==> src/rtl/ram_access_master.sv <==
// ram_access_master: command-driven sequencer for a simple single-port RAM
// controller. It accepts single or burst read/write commands on a valid/ready
// port, issues one RAM strobe per beat and returns read data on a valid/ready
// response port with full backpressure.
//
// Ports:
//   clk, rst_n        clock (rising edge), asynchronous active-low reset
//   cmd_*             command handshake; cmd_len is beats-1 (1..16 beats)
//   rsp_*             read response handshake
//   done              one-cycle pulse when a burst completes
//   mem_*             RAM controller strobes, address and data
// All outputs are registered.
module ram_access_master #(
    parameter int unsigned READ_LATENCY = 1,
    parameter int unsigned ADDR_W       = 8,
    parameter int unsigned DATA_W       = 8
) (
    input  logic              clk,
    input  logic              rst_n,
    input  logic              cmd_valid,
    output logic              cmd_ready,
    input  logic              cmd_write,
    input  logic [ADDR_W-1:0] cmd_addr,
    input  logic [DATA_W-1:0] cmd_wdata,
    input  logic [3:0]        cmd_len,
    output logic              rsp_valid,
    input  logic              rsp_ready,
    output logic [DATA_W-1:0] rsp_rdata,
    output logic              done,
    output logic              mem_write_en,
    output logic              mem_read_en,
    output logic [ADDR_W-1:0] mem_address,
    output logic [DATA_W-1:0] mem_data_in,
    input  logic [DATA_W-1:0] mem_data_out
);

    localparam int unsigned LEN_W = 4;
    localparam int unsigned LAT_W = 3;
    localparam int unsigned ST_W  = 3;

    localparam logic [ST_W-1:0] ST_IDLE      = 3'd0;
    localparam logic [ST_W-1:0] ST_WRITE     = 3'd1;
    localparam logic [ST_W-1:0] ST_READ_REQ  = 3'd2;
    localparam logic [ST_W-1:0] ST_READ_WAIT = 3'd3;
    localparam logic [ST_W-1:0] ST_RESP      = 3'd4;

    // Last value of the latency counter before read data is captured.
    localparam logic [LAT_W-1:0] LAT_LAST = LAT_W'(READ_LATENCY - 1);

    logic [ST_W-1:0]   state_q,  state_d;
    logic [LEN_W-1:0]  beat_q,   beat_d;
    logic [LEN_W-1:0]  len_q,    len_d;
    logic [LAT_W-1:0]  lat_q,    lat_d;

    logic              cmd_ready_d;
    logic              rsp_valid_d;
    logic [DATA_W-1:0] rsp_rdata_d;
    logic              done_d;
    logic              mem_write_en_d;
    logic              mem_read_en_d;
    logic [ADDR_W-1:0] mem_address_d;
    logic [DATA_W-1:0] mem_data_in_d;

    // State, counters and all outputs registered together.
    always_ff @(posedge clk or negedge rst_n) begin
        if (!rst_n) begin
            state_q      <= ST_IDLE;
            beat_q       <= '0;
            len_q        <= '0;
            lat_q        <= '0;
            cmd_ready    <= 1'b0;
            rsp_valid    <= 1'b0;
            rsp_rdata    <= '0;
            done         <= 1'b0;
            mem_write_en <= 1'b0;
            mem_read_en  <= 1'b0;
            mem_address  <= '0;
            mem_data_in  <= '0;
        end else begin
            state_q      <= state_d;
            beat_q       <= beat_d;
            len_q        <= len_d;
            lat_q        <= lat_d;
            cmd_ready    <= cmd_ready_d;
            rsp_valid    <= rsp_valid_d;
            rsp_rdata    <= rsp_rdata_d;
            done         <= done_d;
            mem_write_en <= mem_write_en_d;
            mem_read_en  <= mem_read_en_d;
            mem_address  <= mem_address_d;
            mem_data_in  <= mem_data_in_d;
        end
    end

    // Next state and next register values. mem_address and mem_data_in
    // double as the running beat address and write data.
    always_comb begin
        state_d        = state_q;
        beat_d         = beat_q;
        len_d          = len_q;
        lat_d          = lat_q;
        cmd_ready_d    = 1'b0;
        rsp_valid_d    = 1'b0;
        rsp_rdata_d    = rsp_rdata;
        done_d         = 1'b0;
        mem_write_en_d = 1'b0;
        mem_read_en_d  = 1'b0;
        mem_address_d  = mem_address;
        mem_data_in_d  = mem_data_in;

        case (state_q)
            ST_IDLE: begin
                cmd_ready_d = 1'b1;
                if (cmd_valid && cmd_ready) begin
                    cmd_ready_d   = 1'b0;
                    len_d         = cmd_len;
                    beat_d        = '0;
                    mem_address_d = cmd_addr;
                    if (cmd_write) begin
                        state_d        = ST_WRITE;
                        mem_write_en_d = 1'b1;
                        mem_data_in_d  = cmd_wdata;
                    end else begin
                        state_d       = ST_READ_REQ;
                        mem_read_en_d = 1'b1;
                    end
                end
            end

            // One beat per cycle; the registered strobe already shows beat_q.
            ST_WRITE: begin
                if (beat_q == len_q) begin
                    state_d     = ST_IDLE;
                    done_d      = 1'b1;
                    cmd_ready_d = 1'b1;
                end else begin
                    beat_d         = beat_q + LEN_W'(1);
                    mem_write_en_d = 1'b1;
                    mem_address_d  = mem_address + ADDR_W'(1);
                    mem_data_in_d  = mem_data_in + DATA_W'(1);
                end
            end

            ST_READ_REQ: begin
                state_d = ST_READ_WAIT;
                lat_d   = '0;
            end

            // Capture on the edge that ends the last wait cycle.
            ST_READ_WAIT: begin
                if (lat_q == LAT_LAST) begin
                    rsp_rdata_d = mem_data_out;
                    rsp_valid_d = 1'b1;
                    state_d     = ST_RESP;
                end else begin
                    lat_d = lat_q + LAT_W'(1);
                end
            end

            // Hold the response until the consumer takes it.
            ST_RESP: begin
                rsp_valid_d = 1'b1;
                if (rsp_ready) begin
                    rsp_valid_d = 1'b0;
                    if (beat_q == len_q) begin
                        state_d     = ST_IDLE;
                        done_d      = 1'b1;
                        cmd_ready_d = 1'b1;
                    end else begin
                        state_d       = ST_READ_REQ;
                        beat_d        = beat_q + LEN_W'(1);
                        mem_read_en_d = 1'b1;
                        mem_address_d = mem_address + ADDR_W'(1);
                    end
                end
            end

            default: begin
                state_d = ST_IDLE;
            end
        endcase
    end

endmodule

==> config.mk <==
export PLATFORM = sky130hd
export DESIGN_NAME = ram_access_master
export DESIGN_NICKNAME = d
export VERILOG_FILES = /design/src/rtl/ram_access_master.sv
export SDC_FILE = /design/constraint.sdc
export NUM_CORES = 1
export LEC_CHECK = 0
export CAP_MARGIN = 20
export CORE_MARGIN = 8
export CORE_UTILIZATION = 40
export DETAILED_ROUTE_END_ITERATION = 10
export PLACE_DENSITY = 0.68
export SYNTH_ARGS = -nofsm -noshare
export SYNTH_HDL_FRONTEND = slang
export SYNTH_SLANG_ARGS = --single-unit
==> constraint.sdc <==
create_clock -name clk -period 3.7 [get_ports clk]
set_input_delay 0.74 -clock clk [delete_from_list [all_inputs] [get_ports clk]]
set_output_delay 0.74 -clock clk [all_outputs]
set_load 0.02 [all_outputs]
# Word level (Yosys, flattened, before mapping)
# Index checks and enable logic that the tools add are counted.
# classes
n_reduce_logical	12
addsub	4
muxes	37
bitwise_logic	0
n_eq_ne	12
n_shift	0
div	0
n_lt_le_gt_ge	0
multipliers	0
# op_table
cell	n
two-way mux 8 bit	6
one-hot mux 8 bit (3 select lines)	1
adder 8 x 1 -> 8 bit (second input constant)	2
one-hot mux 8 bit (2 select lines)	1
two-way mux 3 bit	5
one-hot mux 3 bit (5 select lines)	1
!= test 2 bit (second input constant)	7
two-way mux 4 bit	3
one-hot mux 4 bit (3 select lines)	1
two-way mux 1 bit	11
one-hot mux 1 bit (2 select lines)	4
AND reduction 4 bit	2
== test 3 x 2 -> 1 bit (second input constant)	2
logical NOT 3 bit	2
one-hot mux 3 bit (2 select lines)	1
AND reduction 2 bit	3
adder 4 x 1 -> 4 bit (second input constant)	1
== test 4 bit	1
two-way mux 2 bit	2
nonzero test 2 bit	2
adder 3 x 1 -> 3 bit (second input constant)	1
== test 3 x 1 -> 1 bit (second input constant)	1
== test 3 bit (second input constant)	1
one-hot mux 1 bit (3 select lines)	1
other kinds (3)	3
# word_totals
input_bits	33
latchBits	0
out_inout_bits	29
romBits	0
n_memories	0
mem_bits_rw	0
ff_bits	43
word_cells	77

# Logic depth before layout (Yosys ltp)
# Gate-level depths: netlist (run 1).
# depth
depth_word	4
ltp_mapped	7
mapped_depth_nobuf	7

# Worst setup path before layout (run 1)
# No wires, ideal clock.
# synth_path
path_kind	in2reg
start	input port cmd_valid
end	register mem_data_in[4]
setup_ns	0.077
path_stages	6
setup_slack_ns	1.852
arrival_ns	1.770
cell_sequence	nand2_1 -> nor4_4 -> a22o_1 -> buf_2 -> a21oi_1 -> a21oi_1
# synth_via
elab_chain_len	3
# synth_lines
item	line	rtl
from (decl)	20	input logic cmd_valid,
logical AND 1 bit	114	if (cmd_valid && cmd_ready) begin
!= test 2 bit (no line)	n/a	
AND reduction 4 bit (no line)	n/a	
to (signal assigned)	91	mem_data_in <= mem_data_in_d;
to (decl)	33	output logic [DATA_W-1:0] mem_data_in,
# No other way between the ends.
# A chain may end at the register's enable or synchronous reset.

# Worst setup path after layout (run 1)
# layout_path
start	input port cmd_valid
end	register mem_data_in[0]
# Same word-level chain as after synthesis.

==> results of run 1 <==
==> power by group through the flow <==
stage / clock network, mW / logic, mW / registers [mW]
4_1_cts: 0.361 / 1.55 / 0.887
6_report: 0.350 / 1.54 / 0.889
2_1_floorplan: 0 / 0.911 / 1.00
3_5_place_dp: 0 / 1.54 / 0.897
3_3_place_gp: 0 / 1.52 / 0.891
5_1_grt: 0.383 / 1.69 / 0.925
==> flip-flops by register name, summed over array words and instances, names as in the netlist, 3 cells and up <==
name and flops:
mem_address 8, mem_data_in 8, rsp_rdata 8, beat_q 4, len_q 4, lat_q 3, state_q 3
==> layer usage <==
layer	global-route usage (%)	up-vias	routed length [um]
li1	-	959	-
met1	16.61	911	2422
met2	22.73	34	2777
met3	3.210	4	229
met4	4.911	0	73
met5	0	-	0
==> logic make-up (layout without fill, tap and decap cells) <==
| logic type | after synthesis | count (layout) | synth area share (%) |
|---|---|---|---|
| AO/OA/AOI/OAI | 65 | 65 | 18.30 |
| XOR/XNOR | 5 | 5 | 1.941 |
| adder cells (fa/ha/maj) | 5 | 5 | 2.773 |
| buffers and inverters | 18 | 77 | 3.771 |
| flip-flops | 43 | 43 | 47.70 |
| multiplexers | 14 | 14 | 6.877 |
| AND/OR/NAND/NOR | 84 | 84 | 18.64 |
==> area by class of cell <==
| cell class | instances | share of cell area [%] |
|---|---|---|
| clock buffers | 6 | 2.408 |
| clock inverters | 1 | 0.9963 |
| inverters | 6 | 0.7472 |
| multi-input cells | 173 | 36.32 |
| flip-flops and latches | 43 | 35.70 |
| well taps | 72 | 2.989 |
| repair buffers | 64 | 20.84 |
==> metrics by stage <==
step | power (mW) | cell area [um2] | instances | util (%)
after CTS | 2.795 | 3014 | 365 | 55.08
after global placement | 2.407 | 2912 | 358 | 53.20
after floorplan | 1.912 | 2256 | 234 | -
final | 2.778 | 3014 | 365 | 55.08
after global routing | 2.997 | 3014 | 365 | 55.08
after detailed placement | 2.439 | 2912 | 358 | 53.20
==> path summary, 6_finish.rpt <==
kind,end,slack [ns],start,depth (start not counted)
min in group asynchronous,rsp_rdata[4]$_DFFE_PN0P_,0.60,rst_n,1
min,rsp_rdata[5]$_DFFE_PN0P_,0.51,rsp_rdata[5]$_DFFE_PN0P_,1
max in group asynchronous,mem_data_in[7]$_DFFE_PN0P_,2.51,rst_n,1
max,mem_data_in[0]$_DFFE_PN0P_,1.27,cmd_valid,6
max reg2reg,beat_q[3]$_DFFE_PN0P_,1.32,state_q[0]$_DFFE_PN0P_,5
min reg2reg,rsp_rdata[5]$_DFFE_PN0P_,0.51,rsp_rdata[5]$_DFFE_PN0P_,1
==> synthesized netlist by cell type (all sizes together) <==
library cell / instances
nand3b: 1
a31oi: 2
nor4: 1
a221o: 1
and2: 1
inv: 6
o22ai: 5
nor2: 21
nor2b: 3
xnor2: 4
or2: 1
a22o: 1
and4: 1
dfrtp: 43
a221oi: 1
buf: 9
nand2b: 5
nor3: 3
o31ai: 2
a211oi: 1
o211ai: 1
nand2: 24
or3: 4
o32ai: 3
a21oi: 23
a32o: 2
nand4: 7
a21o: 1
mux2: 12
a21boi: 1
o22a: 2
a2bb2oi: 5
ha: 5
xor2: 1
o21ai: 14
nand3: 12
mux2i: 2
clkbuf: 3
==> results.tsv, run 1 <==
metric	value	unit
Max-Cap Viols	0	
Pint	1.581	mW
number of global-route vias before repair	1932	
power per cell area	921.8	nW/um2
# clock sinks	43	
# fillers	498	
nets@finish	331	
Die ar.	8299	um2
top cells by area in the synthesized netlist	dfrtp_1, mux2_2, a21oi_1, nand2_1, nor2_1	
final worst slack	1.270	ns
critical path peak fanout	13	
FF+latch area	1076	um2
syn_area_per_cell	9.641	um2
Residual DRC	0	
CP required	3.88	ns
Longest Clk Path Bufs	2	
Slew HR	36.25	%
layout cell share with drive strength beyond 1	9.215	%
Die Y	91.10	um
setup repair bufs after CTS	0	
CP Data Arrival Time	2.61	ns
Clock Pin Slew Worst Setup and Hold Paths	0.08	ns
Crit path max-delay family	simple AND/OR/NAND/NOR gates	
Seq pwr share	32.0	%
RePlAce Congestion	0.7610	
sum of buffers and inverters on the critical path	1	
Switching Share	43.09	%
Fmax	411.5	MHz
leak pwr	1.209	nW
row cnt	27	
Cells after Synth	234	
Netlist Area Pre-Place	2256	um2
Max Slew Vio Count	0	
Crit-path slowest cell	clkdlybuf4s50_1	
Slew @ Worst Pin	0.9562	ns
Min Hold Slack	0.5075	ns
CTS buffer count	5	
Worst VDD drop	410.6	uV
CP Capture Type	flip-flop	
setup TNS	0	ns
Via density	5.227	
Tcrit/Tclk final	65.67	%
Pre-antenna DRT Iters	4	
Hold Fails Final Rpt	0	
final WL	5501	um
post-CTS sizing	0	
hpwl dp	4013	um
outcome	finished clean	
largest net degree at the start of global routing	44	
core area	5473	um2
worst hold-check path type	reg -> reg	
register area share after synthesis	47.70	%
most frequent CP cell	nand2_1	
antenna cells	0	
first-pass GRT wire length	9466	um
area of the multi-input gates	1095	um2
worst clock skew	0.005544	ns
synthesis warning total	0	
top-area cell type share of the netlist area	47.70	%
starting density of the core	41.22	%
Initial DRC Count	118	
Yosys top cell by area	dfrtp_1	
area growth from synthesis to layout	33.61	%
via count	1908	
gr ovfl total	0	
Post-DRT Antenna Nets	0	
Root Driver	clkbuf_8	
ordered list of cells on the worst path	clkdlybuf4s50_1 > nand2_1 > nor4_4 > a22o_1 > mux2i_1 > nand2_1	
Cell variety after synth	42	
Switch Pwr	1.197	mW
GRT Overall Usage	13.58	%
post-synthesis net count	272	
most frequent cells in the layout	clkdlybuf4s50_1, dfrtp_1, nand2_1	
H-tree depth	2	
Final Setup Violations	0	
crit-path max cell delay	0.50	ns
RSZ-0062 raised after global routing	false	
IO Count	62	
initial antenna violation count	0	
crit start category	input pin	
IO buf count	61	
commonest non-fill, non-tap cell in the layout	clkdlybuf4s50_1	
TritonCTS clock tree	done	
routed length per placed instance	15.07	um
kind of critical path	in -> reg	
Die W	91.10	um
Place WS	0.9786	ns
cts hold-fix bufs	0	
min cycle time layout	2.430	ns
Comb pwr share	55.4	%
synthesized flop and latch total	43	
Clock Latency Late Sink	0.29	ns
Clk pwr share	12.6	%
Note: power is estimated with default switching activity, not from simulation.
==> run 2: changes to the inputs <==
- clock period: 3.7 -> 2.4 ns (I/O delays scaled with it)
==> results.tsv, run 2 (same netlist as run 1, synthesis figures left out) <==
metric	value	unit	change
commonest non-fill, non-tap cell in the layout	clkdlybuf4s50_1		
leak pwr	1.244	nW	+2.8%
dpl cell area	2969	um2	+2.0%
most frequent cells in the layout	clkdlybuf4s50_1, dfrtp_1, nand2_1		
setup TNS	0	ns	unchanged
worst hold-check path type	in -> async		
Residual DRC	0		unchanged
Die Y	91.10	um	unchanged
CP Data Arrival Time	2.11	ns	-0.50 ns
Pwr Total	4.299	mW	+55%
core area	5473	um2	unchanged
number of global-route vias before repair	1869		-3.3%
outcome	finished clean		
first-pass GRT wire length	9190	um	-2.9%
Max Slew Vio Count	0		unchanged
Tcrit/Tclk final	78.91	%	
starting density of the core	41.22	%	unchanged
IO buf count	61		unchanged
CP Capture Type	flip-flop		
CP required	2.61	ns	-1.27 ns
Hold Fails Final Rpt	0		unchanged
biggest registers after layout	mem_address (8), mem_data_in (8), rsp_rdata (8)		
Cells after DPL	364		+1.7%
Clock Pin Slew Worst Setup and Hold Paths	0.08	ns	about the same
power per cell area	1401	nW/um2	+52%
RePlAce Congestion	0.7836		+3.0%
setup repair bufs after CTS	0		unchanged
Die W	91.10	um	unchanged
Via density	5.263		+0.69%
Clock Latency Late Sink	0.29	ns	about the same
largest net degree at the start of global routing	25		-43%
nets@finish	337		+1.8%
min cycle time layout	1.894	ns	
RSZ-0062 raised after global routing	false		
gr ovfl total	0		unchanged
final WL	5484	um	-0.31%
via count	1958		+2.6%
Max-Cap Viols	0		unchanged
worst clock skew	0.005289	ns	-0.0002558 ns
Longest Clk Path Bufs	2		unchanged
# clock sinks	43		unchanged
FF+latch area	1076	um2	unchanged
Worst path depth	6		unchanged
TritonCTS clock tree	done		
area of the multi-input gates	1095	um2	unchanged
ordered list of cells on the worst path	clkdlybuf4s50_1 > nand2b_1 > a221oi_1 > nand2_1 > or3_1 > o21ai_0		
Crit-path slowest cell	clkdlybuf4s50_1		
Worst R2R Path Depth	5		unchanged
sum of buffers and inverters on the critical path	1		unchanged
routed length per placed instance	14.74	um	-2.2%
cts hold-fix bufs	0		unchanged
Slew HR	62.29	%	+26 points
crit-path max cell delay	0.52	ns	+0.02 ns
IO Count	62		unchanged
initial antenna violation count	0		unchanged
hpwl dp	4200	um	+4.7%
Die ar.	8299	um2	unchanged
Slew @ Worst Pin	0.5656	ns	-0.3906 ns
Final Setup Violations	0		unchanged
fin area	3069	um2	+1.8%
kind of critical path	in -> reg		
GRT Overall Usage	13.30	%	-0.28 points
Root Driver	clkbuf_8		
post-CTS sizing	0		unchanged
Crit path max-delay family	simple AND/OR/NAND/NOR gates		
Fmax	528.0	MHz	
# fillers	522		+4.8%
H-tree depth	2		unchanged
antenna cells	0		unchanged
Worst VDD drop	537.6	uV	+31%
area growth from synthesis to layout	36.05	%	
row cnt	27		unchanged
layout cell share with drive strength beyond 1	11.33	%	+2.1 points
critical path peak fanout	4		-9
Layout Cells excl Fill	372		+1.9%
crit start category	input pin		
Pre-antenna DRT Iters	4		unchanged
CTS buffer count	5		unchanged
Post-DRT Antenna Nets	0		unchanged
Initial DRC Count	95		-19%
==> run 2: changes by cell type in the layout (fill, tap and decap cells not counted), sizes merged <==
cell	previous run	this run
buf	4	10
bufinv	1	0
clkbuf	6	8
==> run 2: stage by stage <==
stage                     setup slack, ns  hold WS (ns)  utilization [%]
after floorplan                    0.7658        0.1844                -
after global placement             0.2347        0.4888            54.25
after detailed placement           0.1906        0.4971            54.25
after CTS                          0.5011        0.1888            56.08
after global routing               0.2927        0.2035            56.08
final                              0.5061        0.1732            56.08
==> run 2: layout make-up <==
type | count | share of cell area, %
clock buffers | 8 | 3.261
inverters | 6 | 0.7338
multi-input cells | 173 | 35.67
flip-flops and latches | 43 | 35.06
well taps | 72 | 2.935
repair buffers | 70 | 22.34
==> run 2: where the power goes <==
| part | switching [mW] | internal (mW) |
|---|---|---|
| sequential | 0.322 | 1.03 |
| clock | 0.238 | 0.263 |
| combinational | 1.29 | 1.16 |
| total | 1.85 | 2.45 |
==> run 2: final timing paths <==
check	startpoint	to	slack, ns
worst max-delay path	rsp_ready	beat_q[3]$_DFFE_PN0P_	0.51
worst min-delay path	rst_n	rsp_rdata[5]$_DFFE_PN0P_	0.17
worst max register to register	state_q[2]$_DFFE_PN0P_	beat_q[3]$_DFFE_PN0P_	0.53
worst min register to register	rsp_rdata[5]$_DFFE_PN0P_	rsp_rdata[5]$_DFFE_PN0P_	0.51
max in group asynchronous	rst_n	beat_q[2]$_DFFE_PN0P_	1.72
min in group clk	rsp_rdata[5]$_DFFE_PN0P_	rsp_rdata[5]$_DFFE_PN0P_	0.51
==> run 2: layer usage <==
| layer | vias to the layer above | share of wire [%] | global-route usage (%) |
|---|---|---|---|
| met5 | - | 0 | 0 |
| met2 | 28 | 52 | 22.01 |
| li1 | 979 | - | - |
| met1 | 949 | 44 | 16.46 |
| met4 | 0 | 0.86 | 4.911 |
| met3 | 2 | 3.2 | 3.128 |
==> run 3: changes to the inputs <==
- PLACE_DENSITY: 0.68 -> 0.71
- clock period: 2.4 -> 1.6 ns (I/O delays scaled with it)
==> results.tsv, run 3 (same netlist as run 1, synthesis figures left out) <==
metric	value	unit	change
Clock Pin Slew Worst Setup and Hold Paths	0.08	ns	about the same
RePlAce Congestion	0.7978		+1.8%
H-tree depth	2		unchanged
Root Driver	clkbuf_8		
CP Data Arrival Time	1.79	ns	-0.32 ns
starting density of the core	41.22	%	unchanged
routed length per placed instance	15.58	um	+5.7%
# clock sinks	43		unchanged
setup TNS	0	ns	unchanged
Die Y	91.10	um	unchanged
Initial DRC Count	92		-3.2%
TritonCTS clock tree	done		
Slew @ Worst Pin	0.4187	ns	-0.1469 ns
IO Count	62		unchanged
commonest non-fill, non-tap cell in the layout	dfrtp_1		
Worst VDD drop	965.1	uV	+80%
core area	5473	um2	unchanged
Slew HR	72.08	%	+9.8 points
Tcrit/Tclk final	99.44	%	
Clock Latency Late Sink	0.30	ns	about the same
min cycle time layout	1.591	ns	
Max Slew Vio Count	0		unchanged
Residual DRC	0		unchanged
via count	2118		+8.2%
antenna cells	0		unchanged
Pre-antenna DRT Iters	4		unchanged
Cells after DPL	383		+5.2%
Post-DRT Antenna Nets	0		unchanged
most frequent cells in the layout	dfrtp_1, clkdlybuf4s50_1, buf_4		
row cnt	27		unchanged
fin area	3397	um2	+11%
final WL	6200	um	+13%
critical path peak fanout	5		+1
Fmax	628.5	MHz	
layout cell share with drive strength beyond 1	25.46	%	+14 points
power per cell area	2089	nW/um2	+49%
Max-Cap Viols	0		unchanged
crit start category	input pin		
leak pwr	1.521	nW	+22%
first-pass GRT wire length	9873	um	+7.4%
area growth from synthesis to layout	50.58	%	
CP Capture Type	flip-flop		
Longest Clk Path Bufs	2		unchanged
CTS buffer count	5		unchanged
GRT Overall Usage	14.48	%	+1.2 points
worst hold-check path type	in -> reg		
kind of critical path	in -> reg		
nets@finish	363		+7.7%
Layout Cells excl Fill	398		+7.0%
gr ovfl total	0		unchanged
initial antenna violation count	0		unchanged
Die W	91.10	um	unchanged
CP required	1.80	ns	-0.81 ns
outcome	finished clean		
worst clock skew	0.003052	ns	-0.002237 ns
RSZ-0062 raised after global routing	true		
Hold Fails Final Rpt	0		unchanged
Via density	5.322		+1.1%
biggest registers after layout	mem_address (8), mem_data_in (8), rsp_rdata (8)		
hpwl dp	4460	um	+6.2%
number of global-route vias before repair	2091		+12%
Final Setup Violations	0		unchanged
dpl cell area	3127	um2	+5.3%
IO buf count	61		unchanged
Die ar.	8299	um2	unchanged
largest net degree at the start of global routing	28		+12%
==> run 3: changes by cell type in the layout (fill, tap and decap cells not counted), sizes merged <==
cell	previous run	this run
dlygate4sd2	0	21
clkdlybuf4s50	60	32
dlymetal6s2s	0	7
buf	10	35
dlygate4sd3	0	1
==> run 3: worst paths after layout <==
check,slack [ns],startpoint,cells after the start,to
max in group asynchronous,0.62,rst_n,3,beat_q[2]$_DFFE_PN0P_
worst max register to register,0.02,state_q[2]$_DFFE_PN0P_,4,mem_address[4]$_DFFE_PN0P_
min in group asynchronous,0.48,rst_n,2,lat_q[1]$_DFFE_PN0P_
worst max-delay path,0.009,cmd_valid,6,beat_q[2]$_DFFE_PN0P_
worst min-delay path,0.38,rsp_ready,3,cmd_ready$_DFF_PN0_
worst min register to register,0.52,rsp_rdata[6]$_DFFE_PN0P_,1,rsp_rdata[6]$_DFFE_PN0P_
==> run 3: routing by layer <==
layer | global-route usage (%) | part of all wire [%] | vias to the layer above
li1 | - | - | 1030
met1 | 16.60 | 42 | 1006
met2 | 23.58 | 48 | 73
met3 | 6.337 | 8.4 | 9
met4 | 4.911 | 1.6 | 0
met5 | 0 | 0 | -
==> run 3: final cells by class <==
cell class / instances / area (um2)
Sequential cell: 43 / 1081
Multi-Input combinational cell: 173 / 1201
Clock buffer: 8 / 100.1
Inverter: 6 / 22.52
Fill cell: 461 / 2076
Timing Repair Buffer: 96 / 902.1
Tap cell: 72 / 90.09
==> run 3: worst max-delay path: stages <==
cell,delay [ns]
clkdlybuf4s50_1,0.50
nand2_2,0.12
a221oi_2,0.33
nand2_1,0.11
buf_4,0.15
o31ai_1,0.25
==> run 3: what timing repair did <==
| item | in CTS | in global routing |
|---|---|---|
| endpoints found under the hold margin | 16 | 0 |
| setup endpoints to repair | 35 | 32 |
| setup buffers | 0 | 6 |
| pin swaps | 3 | 12 |
| resized for setup | 27 | 35 |
| hold buffers | 1 | 0 |
==> run 3: power breakdown <==
part	switching, mW	internal [mW]	total (mW)
clock	0.375	0.394	0.769
combinational	2.29	2.04	4.33
sequential	0.446	1.55	2.00
==> run 3: stage by stage <==
step / power [mW] / utilization (%) / setup WS, ns / hold slack, ns
2_1_floorplan: 4.469 / - / 0.006090 / 0.02441
3_3_place_gp: 5.981 / 57.13 / -0.2798 / 0.2770
3_5_place_dp: 6.079 / 57.13 / -0.3806 / 0.2800
4_1_cts: 6.738 / 58.94 / 0.001990 / 0.4856
5_1_grt: 7.620 / 62.07 / -0.05511 / 0.4145
6_report: 7.095 / 62.07 / 0.008911 / 0.3820
